[src/rtl/serial_rx_package_if.sv]
// Serial receiver link: rx line in, assembled packet and status strobes out.
interface serial_rx_package_if #(
  parameter int AddressWidth = 2,
  parameter int WordWidth    = 8
);
  localparam int DataW = (2 ** AddressWidth) * WordWidth;

  logic             rx;
  logic [DataW-1:0] data;
  logic             valid;
  logic             busy;
  logic             frameError;
  logic             timeout;

  modport master (
    output rx,
    input  data, valid, busy, frameError, timeout
  );

  modport slave (
    input  rx,
    output data, valid, busy, frameError, timeout
  );
endinterface

[src/rtl/serial_rx_package.sv]
// UART-style word receiver that assembles 2**AddressWidth words into a packet.
// Optional inter-word timeout enabled by SERIAL_RX_PACKAGE_TIMEOUT_EN.
module serial_rx_package #(
  parameter int AddressWidth     = 2,
  parameter int WordWidth        = 8,
  parameter int SerialTimerWidth = 8
) (
  input logic               clk,
  input logic               rst,
  serial_rx_package_if.slave bus
);
  localparam int DataW = (2 ** AddressWidth) * WordWidth;
  localparam int BitW  = $clog2(WordWidth) + 1;
  localparam int STW   = SerialTimerWidth;

  localparam logic [BitW-1:0] LastBit  = BitW'(WordWidth - 1);
  localparam logic [STW-1:0]  TimerMax = '1;
  localparam logic [STW-1:0]  HalfM1   = {1'b0, {(STW-1){1'b1}}};

  typedef enum logic [2:0] {
    IDLE, START, DATA, STOP, WAIT_HIGH
  } state_t;

  state_t            state_q, state_d;
  logic              rx_meta_q, rx_s_q, rx_prev_q;
  logic [STW-1:0]    timer_q, timer_d;
  logic [BitW-1:0]   bit_q, bit_d;
  logic [WordWidth-1:0] shift_q, shift_d;
  logic [AddressWidth-1:0] cnt_q, cnt_d;
  logic [DataW-1:0]  buf_q, buf_d, word_buf;
  logic [DataW-1:0]  data_q, data_d;
  logic              busy_q, busy_d;
  logic              valid_q, valid_d;
  logic              fe_q, fe_d;
  logic              fall;

`ifdef SERIAL_RX_PACKAGE_TIMEOUT_EN
  logic [STW+3:0]    idle_q, idle_d;
  logic              to_q, to_d;
`endif

  assign fall = rx_prev_q & ~rx_s_q;

  always_comb begin
    state_d  = state_q;
    timer_d  = timer_q + 1'b1;
    bit_d    = bit_q;
    shift_d  = shift_q;
    cnt_d    = cnt_q;
    buf_d    = buf_q;
    data_d   = data_q;
    busy_d   = busy_q;
    valid_d  = 1'b0;
    fe_d     = 1'b0;
    // First word lands in the most-significant slot
    word_buf = buf_q;
    word_buf[int'(~cnt_q) * WordWidth +: WordWidth] = shift_q;

    unique case (state_q)
      IDLE: begin
        timer_d = '0;
        if (fall) state_d = START;
      end
      START: begin
        if (timer_q == HalfM1) begin
          timer_d = '0;
          bit_d   = '0;
          state_d = rx_s_q ? IDLE : DATA;
        end
      end
      DATA: begin
        if (timer_q == TimerMax) begin
          shift_d = {rx_s_q, shift_q[WordWidth-1:1]};
          bit_d   = bit_q + 1'b1;
          if (bit_q == LastBit) state_d = STOP;
        end
      end
      STOP: begin
        if (timer_q == TimerMax) begin
          if (rx_s_q) begin
            state_d = IDLE;
            buf_d   = word_buf;
            if (&cnt_q) begin
              data_d  = word_buf;
              valid_d = 1'b1;
              busy_d  = 1'b0;
              cnt_d   = '0;
            end else begin
              busy_d  = 1'b1;
              cnt_d   = cnt_q + 1'b1;
            end
          end else begin
            fe_d    = 1'b1;
            busy_d  = 1'b0;
            cnt_d   = '0;
            state_d = WAIT_HIGH;
          end
        end
      end
      WAIT_HIGH: begin
        timer_d = '0;
        if (rx_s_q) state_d = IDLE;
      end
      default: state_d = IDLE;
    endcase

`ifdef SERIAL_RX_PACKAGE_TIMEOUT_EN
    idle_d = '0;
    to_d   = 1'b0;
    if (busy_q && state_q == IDLE) begin
      idle_d = idle_q + 1'b1;
      if (&idle_q) begin
        to_d   = 1'b1;
        busy_d = 1'b0;
        cnt_d  = '0;
        idle_d = '0;
      end
    end
`endif
  end

  always_ff @(posedge clk) begin
    if (!rst) begin
      rx_meta_q <= 1'b1;
      rx_s_q    <= 1'b1;
      rx_prev_q <= 1'b1;
      state_q   <= IDLE;
      timer_q   <= '0;
      bit_q     <= '0;
      shift_q   <= '0;
      cnt_q     <= '0;
      buf_q     <= '0;
      data_q    <= '0;
      busy_q    <= 1'b0;
      valid_q   <= 1'b0;
      fe_q      <= 1'b0;
    end else begin
      rx_meta_q <= bus.rx;
      rx_s_q    <= rx_meta_q;
      rx_prev_q <= rx_s_q;
      state_q   <= state_d;
      timer_q   <= timer_d;
      bit_q     <= bit_d;
      shift_q   <= shift_d;
      cnt_q     <= cnt_d;
      buf_q     <= buf_d;
      data_q    <= data_d;
      busy_q    <= busy_d;
      valid_q   <= valid_d;
      fe_q      <= fe_d;
    end
  end

`ifdef SERIAL_RX_PACKAGE_TIMEOUT_EN
  always_ff @(posedge clk) begin
    if (!rst) begin
      idle_q <= '0;
      to_q   <= 1'b0;
    end else begin
      idle_q <= idle_d;
      to_q   <= to_d;
    end
  end

  assign bus.timeout = to_q;
`else
  assign bus.timeout = 1'b0;
`endif

  assign bus.data       = data_q;
  assign bus.valid      = valid_q;
  assign bus.busy       = busy_q;
  assign bus.frameError = fe_q;
endmodule

[src/flat_wrapper.sv]
// flat-port wrapper written by rule: the top's interface ports become plain ports
module serial_rx_package_flat 
#(
  parameter int AddressWidth     = 2,
  parameter int WordWidth        = 8,
  parameter int SerialTimerWidth = 8
)
  (clk, rst, bus_rx, bus_data, bus_valid, bus_busy, bus_frameError, bus_timeout);
  serial_rx_package_if #(.AddressWidth(AddressWidth), .WordWidth(WordWidth)) bus_i ();
  input logic clk;
  input logic rst;
  input wire logic [$bits(bus_i.rx)-1:0] bus_rx;
  output wire logic [$bits(bus_i.data)-1:0] bus_data;
  output wire logic [$bits(bus_i.valid)-1:0] bus_valid;
  output wire logic [$bits(bus_i.busy)-1:0] bus_busy;
  output wire logic [$bits(bus_i.frameError)-1:0] bus_frameError;
  output wire logic [$bits(bus_i.timeout)-1:0] bus_timeout;
  assign bus_i.rx = bus_rx;
  assign bus_data = bus_i.data;
  assign bus_valid = bus_i.valid;
  assign bus_busy = bus_i.busy;
  assign bus_frameError = bus_i.frameError;
  assign bus_timeout = bus_i.timeout;
  serial_rx_package #(.AddressWidth(AddressWidth), .WordWidth(WordWidth), .SerialTimerWidth(SerialTimerWidth)) u_core (.clk(clk), .rst(rst), .bus(bus_i));
endmodule
[config.mk]
export PLATFORM = sky130hd
export DESIGN_NAME = serial_rx_package_flat
export DESIGN_NICKNAME = d
export VERILOG_FILES = /design/src/rtl/serial_rx_package_if.sv /design/src/rtl/serial_rx_package.sv /design/src/flat_wrapper.sv
export SDC_FILE = /design/constraint.sdc
export NUM_CORES = 1
export LEC_CHECK = 0
export CAP_MARGIN = 15
export CORE_ASPECT_RATIO = 0.6
export CORE_UTILIZATION = 50
export CTS_CLUSTER_SIZE = 12
export DETAILED_ROUTE_END_ITERATION = 16
export PLACE_DENSITY = 0.76
export SLEW_MARGIN = 20
export SYNTH_ARGS = -nofsm -noshare
export SYNTH_HDL_FRONTEND = slang
export SYNTH_SLANG_ARGS = --single-unit
[constraint.sdc]
create_clock -name clk -period 4.67 [get_ports clk]
set_clock_uncertainty 0.2 [all_clocks]
set_input_delay 0.934 -clock clk [delete_from_list [all_inputs] [get_ports clk]]
set_output_delay 0.934 -clock clk [all_outputs]
set_load 0.1 [all_outputs]
* Word level (Yosys, flattened, before mapping)
Index checks and enable logic that the tools add are counted.
** Operators by class
- Equal/unequal tests :: 13
- $add $sub $neg :: 4
- Reduce and logical (&&, ||, !) cells :: 12
- Bitwise operators :: 3
- Shifts and indexed selects :: 2
- Muxes and demuxes :: 21
** Operators with widths (count)
- negator 32 -> 33 bit :: 1
- variable shift 8 x 33 -> 32 bit, first input constant :: 1
- variable part select 8 x 33 -> 32 bit :: 1
- bitwise mux 32 bit :: 1
- inverter 2 -> 29 bit :: 1
- 2-to-1 mux 3 bit :: 7
- one-hot mux 8 bit (2 select lines) :: 1
- one-hot mux 3 bit (5 select lines) :: 1
- inequality test 2 x 1 -> 1 bit, second input constant :: 6
- AND reduction 3 bit :: 3
- adder 8 x 1 -> 8 bit, second input constant :: 1
- == test 8 x 7 -> 1 bit, second input constant :: 1
- == test 8 bit, second input constant :: 1
- 2-to-1 mux 4 bit :: 2
- 2-to-1 mux 8 bit :: 1
- one-hot mux 4 bit (2 select lines) :: 1
- == test 3 x 2 -> 1 bit, second input constant :: 2
- 2-to-1 mux 2 bit :: 3
- AND reduction 2 bit :: 3
- AND reduction 6 bit :: 1
- AND reduction 5 bit :: 1
- adder 4 x 1 -> 4 bit, second input constant :: 1
- == test 4 x 3 -> 1 bit, second input constant :: 1
- 2-to-1 mux 1 bit :: 4
- 9 further kinds :: 9
** Storage, ports and cells
- Bits in registers :: 95
- Output and inout bits :: 36

* Longest topological paths before layout
Gate-level depths: netlist of the first run.
- Depth in word-level cells :: 4
- Mapped depth :: 6
- Mapped depth without buffers :: 5

* Worst setup path before layout of the first run
No wires, ideal clock.
- Path kind :: register to output
- From :: register u_core.data_q[0], in the netlist u_core.bus.data[0]
- To :: output port bus_data[0]
- Required time :: 3536 ps
- Arrival :: 925 ps
- Stages on the path, launching flop included :: 1
- Slack :: 2611 ps
- Path through :: dfxtp_1
** RTL lines
- start, declared :: line serial_rx_package.sv:31 : logic [DataW-1:0] data_q, data_d;
- start signal, assigned :: line serial_rx_package.sv:147 : data_q <= data_d;
- end, declared :: line flat_wrapper.sv:13 : output wire logic [$bits(bus_i.data)-1:0] bus_data;
No word-level cell between the ends.

* Final worst setup path of the first run
- From :: register u_core.data_q[1], in the netlist u_core.bus.data[1]
- To :: output port bus_data[1]
No word-level cell between the ends.

==> impl.org, run 1 <==
** STA
- Count of pins over their slew limit :: 0
- On the final layout, the worst hold slack is 0.2254 ns.
- Setup slack of the critical path after layout :: 1.751 ns
- Maximum clock rate :: 342.5 MHz
- Counting I/O delays and the setup requirement, the final critical path takes 2.919 ns.
- For the final routed database, the setup TNS stands at 0 ns.
- At the pin with the least slew margin, the transition time is 0.9684 ns.
- Setup repair after global routing left no endpoint under its margin.
- In the finished design, the share of the clock period the worst path needs comes to 0.6252.
- Setup violation total in the final timing report :: 0
- Slew headroom :: 0.3524
- The hold violation count in the final report came to 0.

** Worst setup path
- Required time at the worst-slack endpoint :: 3.54 ns
- CP Max Fanout :: 2
- CP startpoint kind :: flip-flop
- The number of buffers and inverters on the critical path is 1.
- Slowest cell on crit path :: sky130_fd_sc_hd__clkdlybuf4s50_1
- Traced cell by cell, the critical path runs through clkdlybuf4s50_1.
- On the worst path, the slowest cell contributes a delay of approximately 1.1 ns.
- Grouping stages by cell kind, the critical path spends the most delay in buffers and inverters.
- Worst Path Class, Setup :: reg2out
- STA classifies the critical path endpoint as a primary output.
- WP data arrival :: around 1.8 ns

** Drt
- Average routed wire per standard cell :: 12.72 um
- In the routed design, unresolved DRC markers number 0.
- Wires add up to 4032 um.
- TritonRoute pass-1 iters :: 4
- The detailed router finished its first iteration with ~90 violations.
- Routed via count :: 1648
- Count of antenna-violating nets left after detailed routing :: 0
- Vias/cell :: around 5.2

** Clock tree
- The H-tree was split into 2 levels.
- Setup Buffers After CTS :: 0
- In this run the clock root is driven by a sky130_fd_sc_hd__clkbuf_8.
- TritonCTS built the clock tree.
- The clock net in this run drives a total of 47 sinks.
- Num CTS Buffers :: 5
- Number of buffers on the longest clock path :: 2
- The number of gates resized after CTS was 0.
- Clock insertion delay at the later pin of the skew report :: 0.30 ns
- Count of hold buffers inserted by post-cts repair :: 0
- Clock-pin slew was measured on the worst setup and hold paths at 0.08 ns.

** Global route
- The via count of the first global-routing pass came to 1458.
- Pin count of the biggest net entering global routing :: 42
- In the global route stage, overall resource usage came out at 0.1824.
- The first global-routing pass estimated approximately 7000 um of wire.
- The initial antenna violation count was 0.
- Summed over all layers, the global routing overflow is 0.

** Synthesis
- Synthesized netlist cell count :: 249
- Primary flip-flop cell chosen by synthesis mapping :: sky130_fd_sc_hd__dfxtp_1
- Netlist Area Pre-Place :: 2343 um2
- Counting flops with an async set or reset pin after synthesis yields a share of 0.
- Sequential element share of the synthesized area :: 0.4015
- The synthesized design spends more area on one cell type than any other, namely sky130_fd_sc_hd__dfxtp_1.
- Yosys attributes the largest share of cell area to sky130_fd_sc_hd__dfxtp_1 (40%), sky130_fd_sc_hd__buf_4 (8.6%), sky130_fd_sc_hd__o211a_1 (7.3%), sky130_fd_sc_hd__nand2_1 (5.4%), sky130_fd_sc_hd__nand3_1 (3.2%).
- In this run the mean area of a mapped cell was approximately 9.4 um2.
- Top-area cell type share of the netlist area :: 0.4015
- Number of different library cells in the post-synthesis netlist :: 49
- Flip-flop and latch count after synthesis :: 47
- Count of synthesis-stage warnings from yosys :: 0
- Number of synthesized flops with an enable pin :: 0

** Final layout
- The sequential cells in the finished layout cover a total of 940.9 um2.
- Leaving out fill and tap cells, the most frequent cell in the layout is sky130_fd_sc_hd__dfxtp_1.
- Inserted Diodes :: 0
- Fillers :: 380
- Final #Nets :: 263
- Most used cells in the layout excluding fill and tap cells :: sky130_fd_sc_hd__dfxtp_1 (47), sky130_fd_sc_hd__nand2_1 (34), sky130_fd_sc_hd__conb_1 (25)
- Multi-input gate area in the final layout :: 1204 um2
- Non-filler cells in the finished layout :: 317
- In the final layout, the share of cells above drive strength 1 is 0.09339.
- The area growth from synthesis to layout is 7.528%.

** Power and ir drop
- Of the total power, the clock network draws 0.375.
- Cell internal power was estimated by the tool at 661.4 uW.
- Summed over all cells, the static leakage comes to 1.126 nW.
- Net switching fraction of the power :: 0.2994
- Maximum vdd ir drop :: roughly 160 uV
- Of the total power, registers draw 0.453.
- In this run the power density over the cells is 374.6 nW/um2.
- The analysis attributes to net switching a power of around 280 uW.
- Combinational Power Share :: 0.173

** Hold path
- Worst hold-check path type :: reg2reg

** Die
- Core area :: 4302 um2
- Height of the die :: 55.03 um
- Row generation in the floorplan step produced 18 rows.
- Total Die Area :: 4974 um2
- Effective utilization at floorplan :: 0.5448
- I/O pins :: 39
- The die is 90.39 um wide.

** Job
- The tool flagged a number of max-cap violations equal to 0.

** Placed design
- The number of placed instances, taps included, is 309.
- Worst slack at placement :: ~2.0 ns
- The congestion estimate from routability-driven global placement came to 0.8033.
- IO buf count :: 13
- Detailed placement finished with a half-perimeter wire length of ~2700 um.

** Run status
- The run finished with clean final reports.
==> metrics by stage <==
step / cell area [um2] / utilization / total power, mW
floorplan: 2434 / - / 0.6075
finish: 2520 / 0.5858 / 0.9441
CTS: 2520 / 0.5858 / 0.9530
global placement: 2384 / 0.5541 / 0.5975
global route: 2520 / 0.5858 / 0.9875
detailed placement: 2384 / 0.5541 / 0.5989
==> worst paths after layout <==
check / from / to / slack (ns) / cells after the start
setup / recovery: u_core.bus.data[1] / bus_data[1] / 1.75 / 1
hold / removal: u_core.rx_meta_q / u_core.rx_s_q / 0.23 / 1
setup reg to reg: u_core.timer_q[0] / u_core.bus.data[1] / 2.43 / 6
hold reg to reg: u_core.rx_meta_q / u_core.rx_s_q / 0.23 / 1
==> flip-flops by register name, summed over array words and instances, names as in the netlist, 2 cells and up <==
register / cells
u_core.buf_q: 8
u_core.bus.data: 8
u_core.shift_q: 8
u_core.timer_q: 8
u_core.bit_q: 4
u_core.state_q: 3
u_core.cnt_q: 2
==> per-layer routing <==
| metal | part of all wire | track usage |
|---|---|---|
| met5 | 0 | 0 |
| met4 | 0.012 | 0.06452 |
| met3 | 0.053 | 0.04918 |
| met2 | 0.41 | 0.2761 |
| met1 | 0.53 | 0.2531 |
==> area by class of cell <==
type                       instances  area share
multi-input combinational        183      0.4777
tap                               60     0.02979
sequential                        47      0.3734
inverter                           3    0.004469
timing repair buffer              16     0.06058
clock inverter                     3     0.02681
clock buffer                       5     0.02731
==> synth_stat cells (all sizes together) (4+ instances only) <==
master,instances
nand2,35
dfxtp,47
xor2,4
xnor2,4
and3,4
o211a,17
nor2,13
mux2i,4
buf,34
a21boi,10
clkbuf,5
ha,4
a22oi,8
nand3,15
==> power groups by stage <==
stage                     clock, mW  sequential [mW]  combinational (mW)
after global placement            0            0.436               0.161
after floorplan                   0            0.423               0.184
after detailed placement          0            0.437               0.162
after global routing          0.384            0.429               0.175
final                         0.354            0.427               0.163
after CTS                     0.363            0.427               0.163
==> logic make-up (layout without fill, tap and decap cells) <==
family | Yosys count | in the layout | synth area share
simple gates | 93 | 93 | 0.2178
buf+inv | 43 | 27 | 0.1233
xor+xnor | 8 | 8 | 0.02990
fa+ha+maj | 4 | 4 | 0.02136
mux | 4 | 4 | 0.01709
flops | 47 | 47 | 0.4015
other cells | 1 | 25 | 0.001600
compound gates | 49 | 49 | 0.1874
Note: power is estimated with default switching activity, not from simulation.
==> run 2: changes to the inputs <==
- CORE_UTILIZATION: 50 -> 48
- clock period: 4.67 -> 2.4 ns (I/O delays scaled with it)
==> run 2 against run 1 <==
Wire length is 0.69% higher. Power is 94% higher. First-iteration DRC count is 20% lower. Via count is 0.61% higher. Critical endpoint is now u_core.bit_q[0]. Utilization is 4.4 points lower.
==> impl.org, run 2 (synthesis gave the netlist of run 1 again) <==
** Global route
- Vias in the first global route :: 1376 (-5.6%)
- The final global-route overflow total is 0 (unchanged).
- The initial antenna violation count was 0 (unchanged).
- The total routing usage reported by global routing was 0.1710 (-0.01135).
- The pin count of the biggest net entering global routing was 34 (-19%).
- The wire length of the first global-routing pass was 6810 um (-2.3%).

** Placed design
- IO buf count :: 13 (unchanged)
- Post-detail-place hpwl :: 2942 um (+8.0%)
- GP Congestion :: 0.7997 (-0.45%)

** Die
- Row count :: 19 (+1)
- The floorplan die width is 92.21 um (+2.0%).
- The height of the die came to 56.13 um (+2.0%).
- The starting utilization of the core area came to 0.5055 (-0.03926).
- Total Die Area :: 5175 um2 (+4.0%)
- Core area :: 4636 um2 (+7.8%)
- I/O pins :: 39 (unchanged)

** Clock tree
- The post-CTS setup buffer count came to 0 (unchanged).
- The total of hold buffers inserted after clock tree synthesis came to 0 (unchanged).
- Max H-tree Level :: 2 (unchanged)
- Clock tree synthesis selected as its root buffer the cell sky130_fd_sc_hd__clkbuf_8.
- Number of buffers on the longest clock path :: 2 (unchanged)
- The number of buffers created by CTS came to 5 (unchanged).
- Number of instances resized during post-cts repair :: 0 (unchanged)
- TritonCTS built the clock tree.
- Clock insertion delay at the later pin of the skew report :: 0.30 ns (about the same)
- The clock transition time at the flip-flop clock pins of the worst setup and hold paths is 0.08 ns (about the same).
- Num Clock Sinks :: 47 (unchanged)

** Drt
- Final routed wirelength across all metal layers :: 4060 um (+0.69%)
- TritonRoute pass-1 iters :: 4 (unchanged)
- The total DRC errors in the routed layout is 0 (unchanged).
- The number of design-rule violations left by the first detailed-router iteration was 71 (-20%).
- Vias/cell :: 5.165 (-0.65%)
- Average routed wire per standard cell :: 12.65 um (-0.56%)
- Routed via count :: 1658 (+0.61%)
- Count of antenna-violating nets left after detailed routing :: 0 (unchanged)

** Final layout
- Inserted Diodes :: 0 (unchanged)
- Area delta synth->final :: 7.208%
- The library cells used most frequently in the layout, excluding fill and tap cells, are sky130_fd_sc_hd__dfxtp_1 (47), sky130_fd_sc_hd__nand2_1 (34), sky130_fd_sc_hd__conb_1 (25).
- Most common cell after layout, fill and taps aside :: sky130_fd_sc_hd__dfxtp_1
- Final #Nets :: 264 (+0.38%)
- Final core utilization :: 0.5420 (-0.04384)
- The fraction of final layout cells with drive strength greater than 1 is 0.1357 (+0.04227).

** Run status
- Status :: completed

** Worst setup path
- The worst register-to-register path ends at u_core.bit_q[0].
- The worst setup path is launched from a flip-flop.
- The worst register-to-register path begins at u_core.state_q[0].
- WP data arrival :: 2.12 ns (+0.33 ns)
- CP Max Fanout :: 12 (+10)
- The critical path required time was 2.39 ns (-1.15 ns).
- Worst Path Class, Setup :: reg2reg
- The slack of the worst reg-to-reg path was 0.27 ns (-2.16 ns).
- Category of the worst setup path capture point :: flip-flop
- The most critical setup path has its startpoint at u_core.state_q[0].
- FF-to-FF path depth :: 4 (-2)

** Power and ir drop
- The leakage power figure is 1.159 nW (+2.9%).
- Total power density per cell area :: 728.2 nW/um2 (+94%)
- The peak supply drop is 269.6 uV (+66%).
- The post-route total power was 1.830 mW (+94%).

** STA
- The setup TNS after final layout came to 0 ns (unchanged).
- Setup repair after global routing missed its margin :: false
- Derived from the worst setup path, the maximum achievable clock frequency is 470.3 MHz.
- The number of pins exceeding their max-slew limit in the final report came to 0 (unchanged).
- The hold violation count in the final report was 0 (unchanged).
- The routed design could run at a clock period as short as 2.126 ns.
- The number of failing setup endpoints in the final timing report was 0 (unchanged).
- In the finished design, the share of the clock period the worst path needs comes to 0.8859.

** Hold path
- Worst Hold Path Cells :: 1 (unchanged)
- Terminating pin of the worst hold path :: u_core.rx_s_q
- Worst hold-check path type :: reg2reg
- Min-delay src :: u_core.rx_meta_q

** Job
- The total of max-cap violations came to 0 (unchanged).
run 2: changes by cell type in the layout (fill, tap and decap cells not counted), sizes merged:
cell / change
clkinvlp: -1
clkbuf: +1
clkdlybuf4s50: -11
buf: +12
run 2: area by class of cell:
class                           instances  area (um2)
Inverter                                3       11.26
Sequential cell                        47       940.9
Fill cell                             423        2123
Multi-Input combinational cell        183        1204
Tap cell                               63       78.83
Timing Repair Buffer                   17       145.1
Clock inverter                          2       60.06
Clock buffer                            6       72.57
run 2: metrics by stage:
step | hold slack, ns | instances | area (um2) | setup slack (ns)
floorplan | 0.1863 | 273 | 2434 | 0.4342
global placement | 0.1921 | 313 | 2380 | 0.3535
detailed placement | 0.1940 | 313 | 2380 | 0.3015
CTS | 0.2134 | 321 | 2512 | 0.2705
global route | 0.2421 | 321 | 2512 | 0.1797
finish | 0.2102 | 321 | 2512 | 0.2737
run 2: power by group:
group	switching, mW	total, mW	leakage, nW	internal [mW]
registers	0.0366	0.832	0.379	0.796
logic	0.243	0.322	0.715	0.0796
clock network	0.259	0.675	0.0654	0.416
total	0.538	1.83	1.16	1.29
run 2: critical path: stages, from the launching register on:
cell                        delay, ns
sky130_fd_sc_hd__dfxtp_1         0.59
sky130_fd_sc_hd__or3b_1          0.46
sky130_fd_sc_hd__a2111oi_4       0.49
sky130_fd_sc_hd__mux2i_1         0.12
sky130_fd_sc_hd__and2_1          0.17
run 2: layer usage:
layer,vias up,part of all wire,global-route usage
met5,-,0,0
met4,0,0.0069,0.06696
met3,4,0.040,0.04918
met2,31,0.40,0.2175
met1,793,0.55,0.2629
li1,830,-,-
run 2: how the worst max path moves through the flow:
stage               slack [ns]           endpoint  depth (start not counted)
global placement          0.35    u_core.bit_q[0]                          4
CTS                       0.27    u_core.bit_q[0]                          4
global route              0.18    u_core.bit_q[3]                          4
finish                    0.27    u_core.bit_q[0]                          4
detailed placement        0.30    u_core.bit_q[0]                          4
floorplan                 0.43  u_core.state_q[2]                          5
